$ cat src/rtl/egg_timer_ctrl.sv
// Egg timer countdown controller: BCD MM:SS set/run/pause/alarm sequencing.
// Optional macro ALARM_BLINK_EN blinks digit_en on each 1 Hz tick in ALARM.
module egg_timer_ctrl #(
  parameter int MAX_MIN     = 99,
  parameter int DEFAULT_MIN = 3,
  parameter int DEFAULT_SEC = 0,
  parameter int ALARM_SECS  = 10
) (
  input  logic       clk,
  input  logic       reset,
  input  logic       tick_1Hz,
  input  logic       btn_start,
  input  logic       btn_min,
  input  logic       btn_sec,
  input  logic       btn_clear,
  output logic [3:0] sec_digit1,
  output logic [3:0] sec_digit2,
  output logic [3:0] min_digit1,
  output logic [3:0] min_digit2,
  output logic [3:0] digit_en,
  output logic       running,
  output logic       alarm
);

  typedef enum logic [1:0] {
    S_IDLE,
    S_RUN,
    S_PAUSE,
    S_ALARM
  } state_t;

  localparam logic [15:0] DEF_TM = {
    4'(DEFAULT_MIN / 10), 4'(DEFAULT_MIN % 10),
    4'(DEFAULT_SEC / 10), 4'(DEFAULT_SEC % 10)
  };

  state_t      state_q;
  logic [15:0] tm_q;
  logic [15:0] pre_q;
  logic [7:0]  acnt_q;
  logic        running_q;
  logic        alarm_q;

  logic [7:0]  min_d;
  logic [7:0]  sec_d;
  logic [15:0] dec_d;
  logic [6:0]  mbin;
  logic        any_btn;
  logic        last_tick;

  assign any_btn = btn_start | btn_min | btn_sec | btn_clear;
  assign last_tick = (ALARM_SECS != 0) && tick_1Hz &&
                     (acnt_q + 8'd1 == 8'(ALARM_SECS));

  // Increment and decrement candidates for the digit register.
  always_comb begin
    mbin = 7'(tm_q[15:12]) * 7'd10 + 7'(tm_q[11:8]);
    if (mbin >= 7'(MAX_MIN))
      min_d = 8'h00;
    else if (tm_q[11:8] == 4'd9)
      min_d = {tm_q[15:12] + 4'd1, 4'd0};
    else
      min_d = {tm_q[15:12], tm_q[11:8] + 4'd1};

    if (tm_q[7:0] == 8'h59)
      sec_d = 8'h00;
    else if (tm_q[3:0] == 4'd9)
      sec_d = {tm_q[7:4] + 4'd1, 4'd0};
    else
      sec_d = {tm_q[7:4], tm_q[3:0] + 4'd1};

    dec_d = tm_q;
    if (tm_q[3:0] != 4'd0) begin
      dec_d[3:0] = tm_q[3:0] - 4'd1;
    end else begin
      dec_d[3:0] = 4'd9;
      if (tm_q[7:4] != 4'd0) begin
        dec_d[7:4] = tm_q[7:4] - 4'd1;
      end else begin
        dec_d[7:4] = 4'd5;
        if (tm_q[11:8] != 4'd0) begin
          dec_d[11:8] = tm_q[11:8] - 4'd1;
        end else begin
          dec_d[11:8] = 4'd9;
          dec_d[15:12] = tm_q[15:12] - 4'd1;
        end
      end
    end
  end

`ifdef ALARM_BLINK_EN
  logic [3:0] en_q;
  assign digit_en = en_q;
`else
  assign digit_en = 4'b1111;
`endif

  // Main FSM with registered digits, preset and status flags.
  always_ff @(posedge clk) begin
    if (reset) begin
      state_q   <= S_IDLE;
      tm_q      <= DEF_TM;
      pre_q     <= DEF_TM;
      acnt_q    <= 8'd0;
      running_q <= 1'b0;
      alarm_q   <= 1'b0;
`ifdef ALARM_BLINK_EN
      en_q      <= 4'b1111;
`endif
    end else begin
      unique case (state_q)
        S_IDLE: begin
          if (btn_clear) begin
            tm_q <= 16'h0000;
          end else if (btn_start) begin
            if (tm_q != 16'h0000) begin
              pre_q     <= tm_q;
              state_q   <= S_RUN;
              running_q <= 1'b1;
            end
          end else if (btn_min) begin
            tm_q[15:8] <= min_d;
          end else if (btn_sec) begin
            tm_q[7:0] <= sec_d;
          end
        end
        S_RUN: begin
          if (btn_clear) begin
            tm_q      <= 16'h0000;
            state_q   <= S_IDLE;
            running_q <= 1'b0;
          end else if (btn_start) begin
            state_q   <= S_PAUSE;
            running_q <= 1'b0;
          end else if (tick_1Hz) begin
            tm_q <= dec_d;
            if (dec_d == 16'h0000) begin
              state_q   <= S_ALARM;
              running_q <= 1'b0;
              alarm_q   <= 1'b1;
              acnt_q    <= 8'd0;
            end
          end
        end
        S_PAUSE: begin
          if (btn_clear) begin
            tm_q    <= 16'h0000;
            state_q <= S_IDLE;
          end else if (btn_start) begin
            state_q   <= S_RUN;
            running_q <= 1'b1;
          end
        end
        S_ALARM: begin
          if (any_btn || last_tick) begin
            tm_q    <= pre_q;
            state_q <= S_IDLE;
            alarm_q <= 1'b0;
            acnt_q  <= 8'd0;
`ifdef ALARM_BLINK_EN
            en_q    <= 4'b1111;
`endif
          end else if (tick_1Hz) begin
            if (ALARM_SECS != 0)
              acnt_q <= acnt_q + 8'd1;
`ifdef ALARM_BLINK_EN
            en_q <= ~en_q;
`endif
          end
        end
        default: state_q <= S_IDLE;
      endcase
    end
  end

  assign sec_digit1 = tm_q[3:0];
  assign sec_digit2 = tm_q[7:4];
  assign min_digit1 = tm_q[11:8];
  assign min_digit2 = tm_q[15:12];
  assign running    = running_q;
  assign alarm      = alarm_q;

endmodule
$ cat config.mk
export PLATFORM = sky130hd
export DESIGN_NAME = egg_timer_ctrl
export DESIGN_NICKNAME = d
export VERILOG_FILES = /design/src/rtl/egg_timer_ctrl.sv
export SDC_FILE = /design/constraint.sdc
export NUM_CORES = 1
export LEC_CHECK = 0
export BUFFER_PORTS_ARGS = -buffer_cell sky130_fd_sc_hd__buf_4
export CAP_MARGIN = 20
export CORE_ASPECT_RATIO = 0.75
export CORE_MARGIN = 5
export CORE_UTILIZATION = 35
export DETAILED_ROUTE_END_ITERATION = 6
export GPL_ROUTABILITY_DRIVEN = 0
export GPL_TIMING_DRIVEN = 0
export PLACE_DENSITY = 0.51
export SLEW_MARGIN = 10
export SYNTH_ARGS = -nofsm -noshare
export SYNTH_HDL_FRONTEND = slang
export SYNTH_SLANG_ARGS = --single-unit
$ cat constraint.sdc
create_clock -name clk -period 4.07 [get_ports clk]
set_input_delay 0 -clock clk [delete_from_list [all_inputs] [get_ports clk]]
set_output_delay 0 -clock clk [all_outputs]
set_load 0.1 [all_outputs]
* Yosys cells after proc, flatten, opt, wreduce, memory -nomap -nowiden
Index checks and enable logic that the tools add are counted.
** Word-level totals
- Flip-flop bits (word level) :: 44
- Word-level logic and storage cells :: 129
- Bits of input ports :: 7
- Output and inout bits :: 22
** Operators by class
- $add $sub $neg :: 10
- Magnitude comparators :: 1
- Reduce and logical (&&, ||, !) cells :: 19
- Bitwise gates (word level) :: 4
- $mul :: 1
- Mux-type cells :: 55
- Equal/unequal tests :: 30
** Operators by type and width (number)
- two-way mux 16 bit :: 7
- two-way mux 8 bit :: 14
- one-hot mux 16 bit (4 select lines) :: 1
- inequality test 3 bit (second input constant) :: 8
- inequality test 2 bit (second input constant) :: 11
- AND reduction 7 bit :: 3
- two-way mux 2 bit :: 10
- AND reduction 6 bit :: 3
- adder 4 x 1 -> 4 bit (second input constant) :: 4
- logical NOT 16 bit :: 1
- two-way mux 4 bit :: 4
- inequality test 4 bit (second input constant) :: 4
- one-hot mux 8 bit (2 select lines) :: 1
- AND reduction 8 bit :: 2
- nonzero test 16 bit :: 1
- subtractor 4 x 1 -> 4 bit (second input constant) :: 4
- two-way mux 1 bit :: 14
- two-way mux 12 bit :: 1
- nonzero test 4 bit :: 3
- adder 8 x 1 -> 8 bit (second input constant) :: 1
- equality test 4 bit (second input constant) :: 2
- equality test 8 x 4 -> 1 bit (second input constant) :: 1
- equality test 8 x 7 -> 1 bit (second input constant) :: 1
- one-hot mux 2 bit (4 select lines) :: 1
- 15 further kinds :: 18

* Depth between registers and ports, before layout
Gate-level depths: netlist of the first run.
- Depth in word-level cells :: 10
- Depth in mapped cells :: 10
- Depth with buffers taken out :: 9

* Worst setup path before layout of the first run
No wires, ideal clock.
- Kind :: register -> register
- From :: reg tm_q[13]
- To :: reg tm_q[9]
- Arrival :: 3.495 ns
- Data required time :: 3.933 ns
- Clock period less this slack :: 3.632 ns
- Setup time :: 0.137 ns
- Cell stages (with the launch flop) :: 10
- Setup slack :: 0.438 ns
- Buffers on the path :: 0
- Cell sequence :: dfxtp_1 ha_1 ha_1 fa_1 nand2_1 or4_1 nand3_1 o21ai_0 a311oi_1 o21ai_0
** Between the ends
- Word-level cells in the longest chain between the ends :: 8
** RTL lines
- start: declaration :: line 38 : logic [15:0] tm_q;
- start signal: assignment :: line 122 : tm_q[15:8] <= min_d;
- start signal: assignment :: line 156 : tm_q <= pre_q;
- multiplier 4 x 3 -> 6 bit :: line 57 : mbin = 7'(tm_q[15:12]) * 7'd10 + 7'(tm_q[11:8]);
- adder 7 x 4 -> 7 bit :: line 57
- greater-or-equal comparator 7 bit :: line 58 : if (mbin >= 7'(MAX_MIN))
- two-way mux 8 bit :: line 58
- two-way mux 8 bit :: line 121 : end else if (btn_min) begin
- two-way mux 16 bit :: line 115 : end else if (btn_start) begin
- two-way mux 16 bit :: line 113 : if (btn_clear) begin
- one-hot mux 16 bit (4 select lines) :: line 111 : unique case (state_q)
No other way between the ends. The select of a mux whose other input is x is not followed.
A chain may end at the register's enable or synchronous reset.

* Final worst setup path of the first run
- From :: reg tm_q[13]
- To :: reg tm_q[14]
** Between the ends
- Word-level cells in the longest chain between the ends :: 8
- Elaborated cells between the ends (all ways) :: 19
- Classes of those cells :: add/sub: 3; mul: 1; order compare: 1; eq/ne: 1; mux: 12; reduce/logical: 1
** RTL lines (line)
- multiplier 4 x 3 -> 6 bit / subtractor 4 x 1 -> 4 bit (equally long branches) :: 57, 85
- adder 7 x 4 -> 7 bit / two-way mux 4 bit (equally long branches) :: 57, 81
- greater-or-equal comparator 7 bit / two-way mux 8 bit (equally long branches) :: 58, 77
- two-way mux 8 bit / two-way mux 12 bit (equally long branches) :: 58, 73
- two-way mux 8 bit / two-way mux 16 bit (equally long branches) :: 121, 135
- two-way mux 16 bit (on tied branches) :: 115, 132
- two-way mux 16 bit (on tied branches) :: 113, 128
- one-hot mux 16 bit (4 select lines) :: 111
Parallel ways exist; a longest one is shown, timed or not. The select of a mux whose other input is x is not followed.

==> key figures, run 1 <==
Status
  • Outcome: completed

Power and ir drop
  • NetSw: 429 uW
  • Lkg Pwr: 1.43 nW
  • Switch share: 0.333
  • Comb pwr share: 0.246
  • Flop pwr share: 0.363
  • Cell Pwr Density: 350 mW/mm^2
  • VDD IR max: 157 uV
  • Int Pwr: 861 uW
  • Clock power frac: 0.391

Clocking
  • Number of CTS-inserted buffers: 5
  • H-tree levels: 2
  • Hold_buf cts: 0
  • Reg clk slew, reported paths: 70 ps
  • Setup Fix Bufs, Post-CTS: 0
  • Post_cts resized: 0
  • Max Root-Sink Buffers: 2
  • CTS Root Cell: clkbuf_16
  • Sink Count: 44
  • CTS tree: yes
  • Skew-Pair Late Insertion Delay: 290 ps

Routing
  • Per-cell routed wire length: 16.7 um
  • Vias per inst: 5.63
  • DR DRC count: 0
  • Vias: 3181
  • First-pass DRT Iterations: 5
  • Detailed Route Iter0 Violations: 190
  • Final WL: 9460 um
  • Routed Antenna Nets: 0

Synthesis
  • Async S/R FF share, synth: 0
  • Top post-synthesis cells by area: dfxtp_1, ha_1, nor2_1
  • Yosys cell types: 58
  • Cell taking the most area after synthesis: dfxtp_1
  • Synth warnings: 0
  • Top cells by count, synth: dfxtp_1, nor2_1, nand2_1
  • EDFF count, synth: 0
  • Mapped Cells: 419
  • Sequential fraction of the synthesis area: 0.277
  • Average size of a mapped cell: 7.59 um^2
  • Synthesized flop and latch total: 44
  • Mapped Area: 0.00318 mm^2
  • Synth top area share: 0.277
  • Main synth FF type: dfxtp_1

Worst setup path
  • CP max stage delay: 860 ps
  • Crit Path Max Fanout: 9
  • Slowest stage cell, crit path: o21ai_0
  • CP Capture Type: flip-flop
  • CP top delay family: compound AO/OA/AOI/OAI gates
  • Critical path class: reg -> reg
  • CP Data Required Time: 4230 ps
  • Crit path launch type: flip-flop
  • Crit path DAT: 3730 ps
  • CP most frequent cell: ha_1
  • Critical-path cell list: ha_1 > ha_1 > fa_1 > o32ai_1 > a311oi_1 > o21ai_0 > a211oi_1 > a2111oi_0
  • Buffers and inverters on the worst path: 0

Timing
  • Hold WS: 24.5 ps
  • Final Max Tran Viols: 0
  • Final min period: 3580 ps
  • Setup-failing EPs final: 0
  • Slew headroom: 0.281
  • Worst slew pin tran: 1070 ps
  • RSZ-0062 raised after global routing: false
  • Skew final: 3.81 ps
  • Final hold violations: 0
  • Setup_tns: 0 ps
  • Post-route setup slack: 493 ps
  • Final critical-path share of the clock period: 0.879
  • Fmax: 280 MHz

Global route
  • Met3 GRT Util: 0.0256
  • Met1 Use GR: 0.260
  • GRT Resource Usage Total: 0.176
  • Vias in the first global route: 3052
  • Largest net degree at the start of global routing: 14
  • Initial antenna violation count: 0
  • Global routing's busiest layer: met2
  • First-pass GRT wire length: 15800 um
  • Global-route met2 utilization: 0.265
  • GRT Residual Overflow: 0

Placed design
  • Port Buf Inserts: 23
  • Place WS: 575 ps
  • Detailed Place HPWL: 6820 um
  • Post-DP Area: 0.00350 mm^2

Layout
  • Fin util: 0.411
  • Layout cells sized above 1: 0.121
  • Final Instance Area: 0.00369 mm^2
  • Antenna cells: 0
  • Filler instances: 961
  • Synth-to-Final Area Change: 15.9%
  • Final nets: 478

Die
  • Number of placement rows: 30
  • Die height: 92.6 um
  • # IOs: 29
  • DIE WIDTH: 120 um
  • Die area: 0.0111 mm^2
  • Core area: 0.00897 mm^2
  • Starting Density: 0.355

Job
  • Max cap viols: 0

Min path
  • Worst min path class: in -> reg
## state kept, by name, summed over array words and instances, names as in the netlist
name and count:
pre_q 16, state_q 2, running 1, tm_q 16, alarm 1, acnt_q 8
## layout by cell type, fill, tap and decap left out, types with 6 or more instances in the layout
master,synthesis,final
a21oi_1,32,32
clkbuf_1,20,20
o32ai_1,6,6
ha_1,17,17
nand4_1,7,7
a211oi_1,6,6
buf_2,6,6
nor2_1,44,44
o21ai_0,26,26
nand2_1,35,35
nand3_1,18,18
mux2i_1,15,15
nor2b_1,8,8
inv_1,19,19
a221oi_1,6,6
buf_4,4,27
dfxtp_1,44,44
or4_1,7,7
nor3_1,17,17
## logic make-up after synthesis
| group | after synthesis | share of synthesized area |
|---|---|---|
| muxes | 15 | 0.0472 |
| other | 1 | 0.00118 |
| xor gates and xnor gates | 6 | 0.0165 |
| adders and majority gates | 19 | 0.0795 |
| and+or+nand+nor | 171 | 0.275 |
| buffers and inverters | 51 | 0.0673 |
| DFF | 44 | 0.277 |
| AOI/OAI and AO/OA | 112 | 0.237 |
## path summary, 6_finish.rpt
path | to | startpoint | cells after the start | slack [ps]
max reg2reg | tm_q[14] | tm_q[13] | 8 | 490
min | acnt_q[3] | reset | 3 | 20
max | tm_q[14] | tm_q[13] | 8 | 490
min reg2reg | alarm | alarm | 2 | 490
## worst min-delay path, stage by stage
cell and delay [ps]:
buf_4 100, or3_1 90, o32ai_1 70
## power groups by stage
stage / Combinational (mW) / Clock [mW] / Sequential (mW)
floorplan: 0.174 / 0 / 0.541
global placement: 0.311 / 0 / 0.479
detailed placement: 0.313 / 0 / 0.479
CTS: 0.315 / 0.515 / 0.469
global route: 0.345 / 0.527 / 0.472
finish: 0.317 / 0.504 / 0.469
## per-stage QoR
step / total power [mW] / instances
finish: 1.29 / 565
global route: 1.34 / 565
CTS: 1.30 / 565
detailed placement: 0.792 / 557
global placement: 0.790 / 557
floorplan: 0.715 / 422
## per-layer routing
layer | part of all wire | vias to the layer above
met1 | 0.53 | 1505
met2 | 0.41 | 76
li1 | - | 1588
met4 | 0.014 | 0
met5 | 0 | -
met3 | 0.043 | 12
## final cells by class
class / instances / area (um^2) / share of cell area
clock inverter: 1 / 30.0 / 0.00814
sequential: 44 / 881 / 0.239
inverter: 21 / 78.8 / 0.0214
buffer: 30 / 135 / 0.0366
clock buffer: 7 / 153 / 0.0414
tap: 112 / 140 / 0.0380
timing repair buffer: 23 / 173 / 0.0468
multi-input combinational: 327 / 2100 / 0.569
No activity file was read; power rests on OpenSTA's default activity.
==> run 2: changes to the inputs <==
- CORE_MARGIN: 5 -> not set
==> run 2 against run 1 <==
  * The run now ends with design-rule violations left
  * Final cell count is 0.71% lower
  * Sequential share of layout area is 0.16 points higher
  * Maximum frequency is 0.68% lower
  * Total power is 2.8% lower
  * Register-to-register slack worse by 20 ps
  * Clock-buffer cell count is 1 lower
  * Design area is 0.64% lower
  * Sequential power hardly changed
  * Via count is 0.47% higher
  * Hold slack worse by 3.0 ps
  * Wire length is 1.6% higher
  * Global-route usage is 3.9 points higher
  * Largest cell class unchanged
==> key figures, run 2 (same netlist as run 1, synthesis figures left out) <==
Clocking
  • Max Root-Sink Buffers: 2 (unchanged)
  • Post_cts resized: 0 (unchanged)
  • H-tree levels: 2 (unchanged)
  • Number of CTS-inserted buffers: 5 (unchanged)
  • Reg clk slew, reported paths: 60 ps (about the same)
  • CTS tree: yes
  • Skew-Pair Late Insertion Delay: 300 ps (about the same)
  • Hold_buf cts: 0 (unchanged)
  • CTS Root Cell: clkbuf_16
  • Sink Count: 44 (unchanged)
  • Setup Fix Bufs, Post-CTS: 0 (unchanged)

Job
  • Max cap viols: 0 (unchanged)

Worst setup path
  • Setup crit start: tm_q[13]
  • R2R setup slack: 470 ps (-20 ps)
  • Crit path DAT: 3770 ps (+40 ps)
  • CP Capture Type: flip-flop
  • R2r worst-path depth: 8 (unchanged)
  • CP Data Required Time: 4240 ps (about the same)
  • Reg2Reg Capture Point: tm_q[14]
  • Slowest stage cell, crit path: o21ai_0
  • CP max stage delay: 900 ps (+40 ps)
  • Critical-path cell list: ha_1 > ha_1 > fa_1 > o32ai_1 > a311oi_1 > o21ai_0 > a211oi_1 > a2111oi_0
  • CP top delay family: compound AO/OA/AOI/OAI gates
  • Crit path launch type: flip-flop
  • Crit Path Max Fanout: 9 (unchanged)
  • CP most frequent cell: ha_1
  • Critical path class: reg -> reg
  • Worst R2R Start: tm_q[13]
  • Buffers and inverters on the worst path: 0 (unchanged)

Routing
  • Vias per inst: 5.70 (+1.2%)
  • Per-cell routed wire length: 17.1 um (+2.3%)
  • DR DRC count: 3 (+3)
  • First-pass DRT Iterations: 7 (+2)
  • Vias: 3196 (+0.47%)
  • Routed Antenna Nets: 0 (unchanged)
  • Detailed Route Iter0 Violations: 179 (-5.8%)
  • Final WL: 9600 um (+1.6%)

Timing
  • Setup-failing EPs final: 0 (unchanged)
  • Final hold violations: 0 (unchanged)
  • Final critical-path share of the clock period: 0.885 (+0.00600)
  • Hold WS: 21.6 ps (-2.97 ps)
  • Final min period: 3600 ps (+24.4 ps)
  • Final Max Tran Viols: 0 (unchanged)
  • RSZ-0062 raised after global routing: false
  • Setup_tns: 0 ps (unchanged)
  • Post-route setup slack: 469 ps (-24.4 ps)
  • Slew headroom: 0.244 (-0.0375)
  • Fmax: 278 MHz (-0.68%)
  • Skew final: 8.92 ps (+5.11 ps)
  • Worst slew pin tran: 1120 ps (+55.7 ps)

Placed design
  • Port Buf Inserts: 23 (unchanged)
  • Detailed Place HPWL: 6800 um (-0.36%)
  • Placed insts: 553 (-0.72%)
  • Post-DP Area: 0.00350 mm^2 (-0.14%)
  • Place WS: 525 ps (-49.5 ps)

Layout
  • Non-filler cells, final: 561 (-0.71%)
  • Final Instance Area: 0.00366 mm^2 (-0.64%)
  • Most frequent cells in the layout: nor2_1, dfxtp_1, nand2_1
  • Final nets: 478 (unchanged)
  • Biggest registers after layout: pre_q (16), tm_q (16), acnt_q (8)
  • Layout cells sized above 1: 0.119 (-0.00221)
  • Fin util: 0.424 (+0.0132)
  • Antenna cells: 0 (unchanged)
  • Synth-to-Final Area Change: 15.2%

Die
  • Core area: 0.00864 mm^2 (-3.7%)
  • Die area: 0.00948 mm^2 (-15%)
  • Starting Density: 0.368 (+0.0138)
  • Die height: 84.6 um (-8.6%)
  • DIE WIDTH: 112 um (-6.7%)
  • # IOs: 29 (unchanged)
  • Number of placement rows: 29 (-3.3%)

Min path
  • Worst min path class: in -> reg
  • Min-delay src: reset
  • Hold endpoint: acnt_q[3]
  • Hold path depth: 3 (unchanged)

Global route
  • GRT Residual Overflow: 0 (unchanged)
  • GRT Resource Usage Total: 0.214 (+0.0385)
  • Initial antenna violation count: 0 (unchanged)
  • First-pass GRT wire length: 15700 um (-0.22%)
  • Vias in the first global route: 2948 (-3.4%)
  • Largest net degree at the start of global routing: 14 (unchanged)

Status
  • Outcome: finished with violations
  • Failing checks: design-rule violations

Power and ir drop
  • Lkg Pwr: 1.42 nW (-0.65%)
  • Cell Pwr Density: 342 mW/mm^2 (-2.2%)
  • Tot Pwr: 1.25 mW (-2.8%)
  • VDD IR max: 146 uV (-6.8%)
[run 2: changes by cell type in the layout (fill, tap and decap cells not counted)]
| cell | change |
|---|---|
| clkbuf_1 | +1 |
| clkinv_2 | +1 |
| clkbuf_8 | -2 |
[run 2: layer usage]
| layer | up-vias | track usage | wire, um |
|---|---|---|---|
| met4 | 0 | 0.0509 | 110 |
| met3 | 10 | 0.0513 | 464 |
| met2 | 79 | 0.321 | 4060 |
| li1 | 1595 | - | - |
| met1 | 1512 | 0.308 | 4970 |
| met5 | - | 0 | 0 |
[run 2: final cells by class]
type	instances	area, um^2
inverter	21	78.8
buffer	30	135
clock inverter	2	35.0
clock buffer	6	129
tap	108	135
fill	901	4970
timing repair buffer	23	173
sequential	44	881
multi-input combinational	327	2100
[run 2: worst reg2reg max path, stage by stage, from the launching register on]
cell and delay (ps):
dfxtp_1 570, ha_1 320, ha_1 210, fa_1 480
o32ai_1 320, a311oi_1 120, o21ai_0 900, a211oi_1 160
a2111oi_0 410
[run 2: worst max-delay path by stage]
stage,depth (start not counted),to
after global placement,8,tm_q[14]
final,8,tm_q[14]
after CTS,8,tm_q[14]
after detailed placement,8,tm_q[14]
after floorplan,9,tm_q[9]
after global routing,8,tm_q[12]
[run 2: power by group]
group	total, mW	internal (mW)	switching, mW
Combinational	0.317	0.0926	0.224
Clock	0.467	0.289	0.178
Sequential	0.470	0.445	0.0249
Total	1.25	0.826	0.428
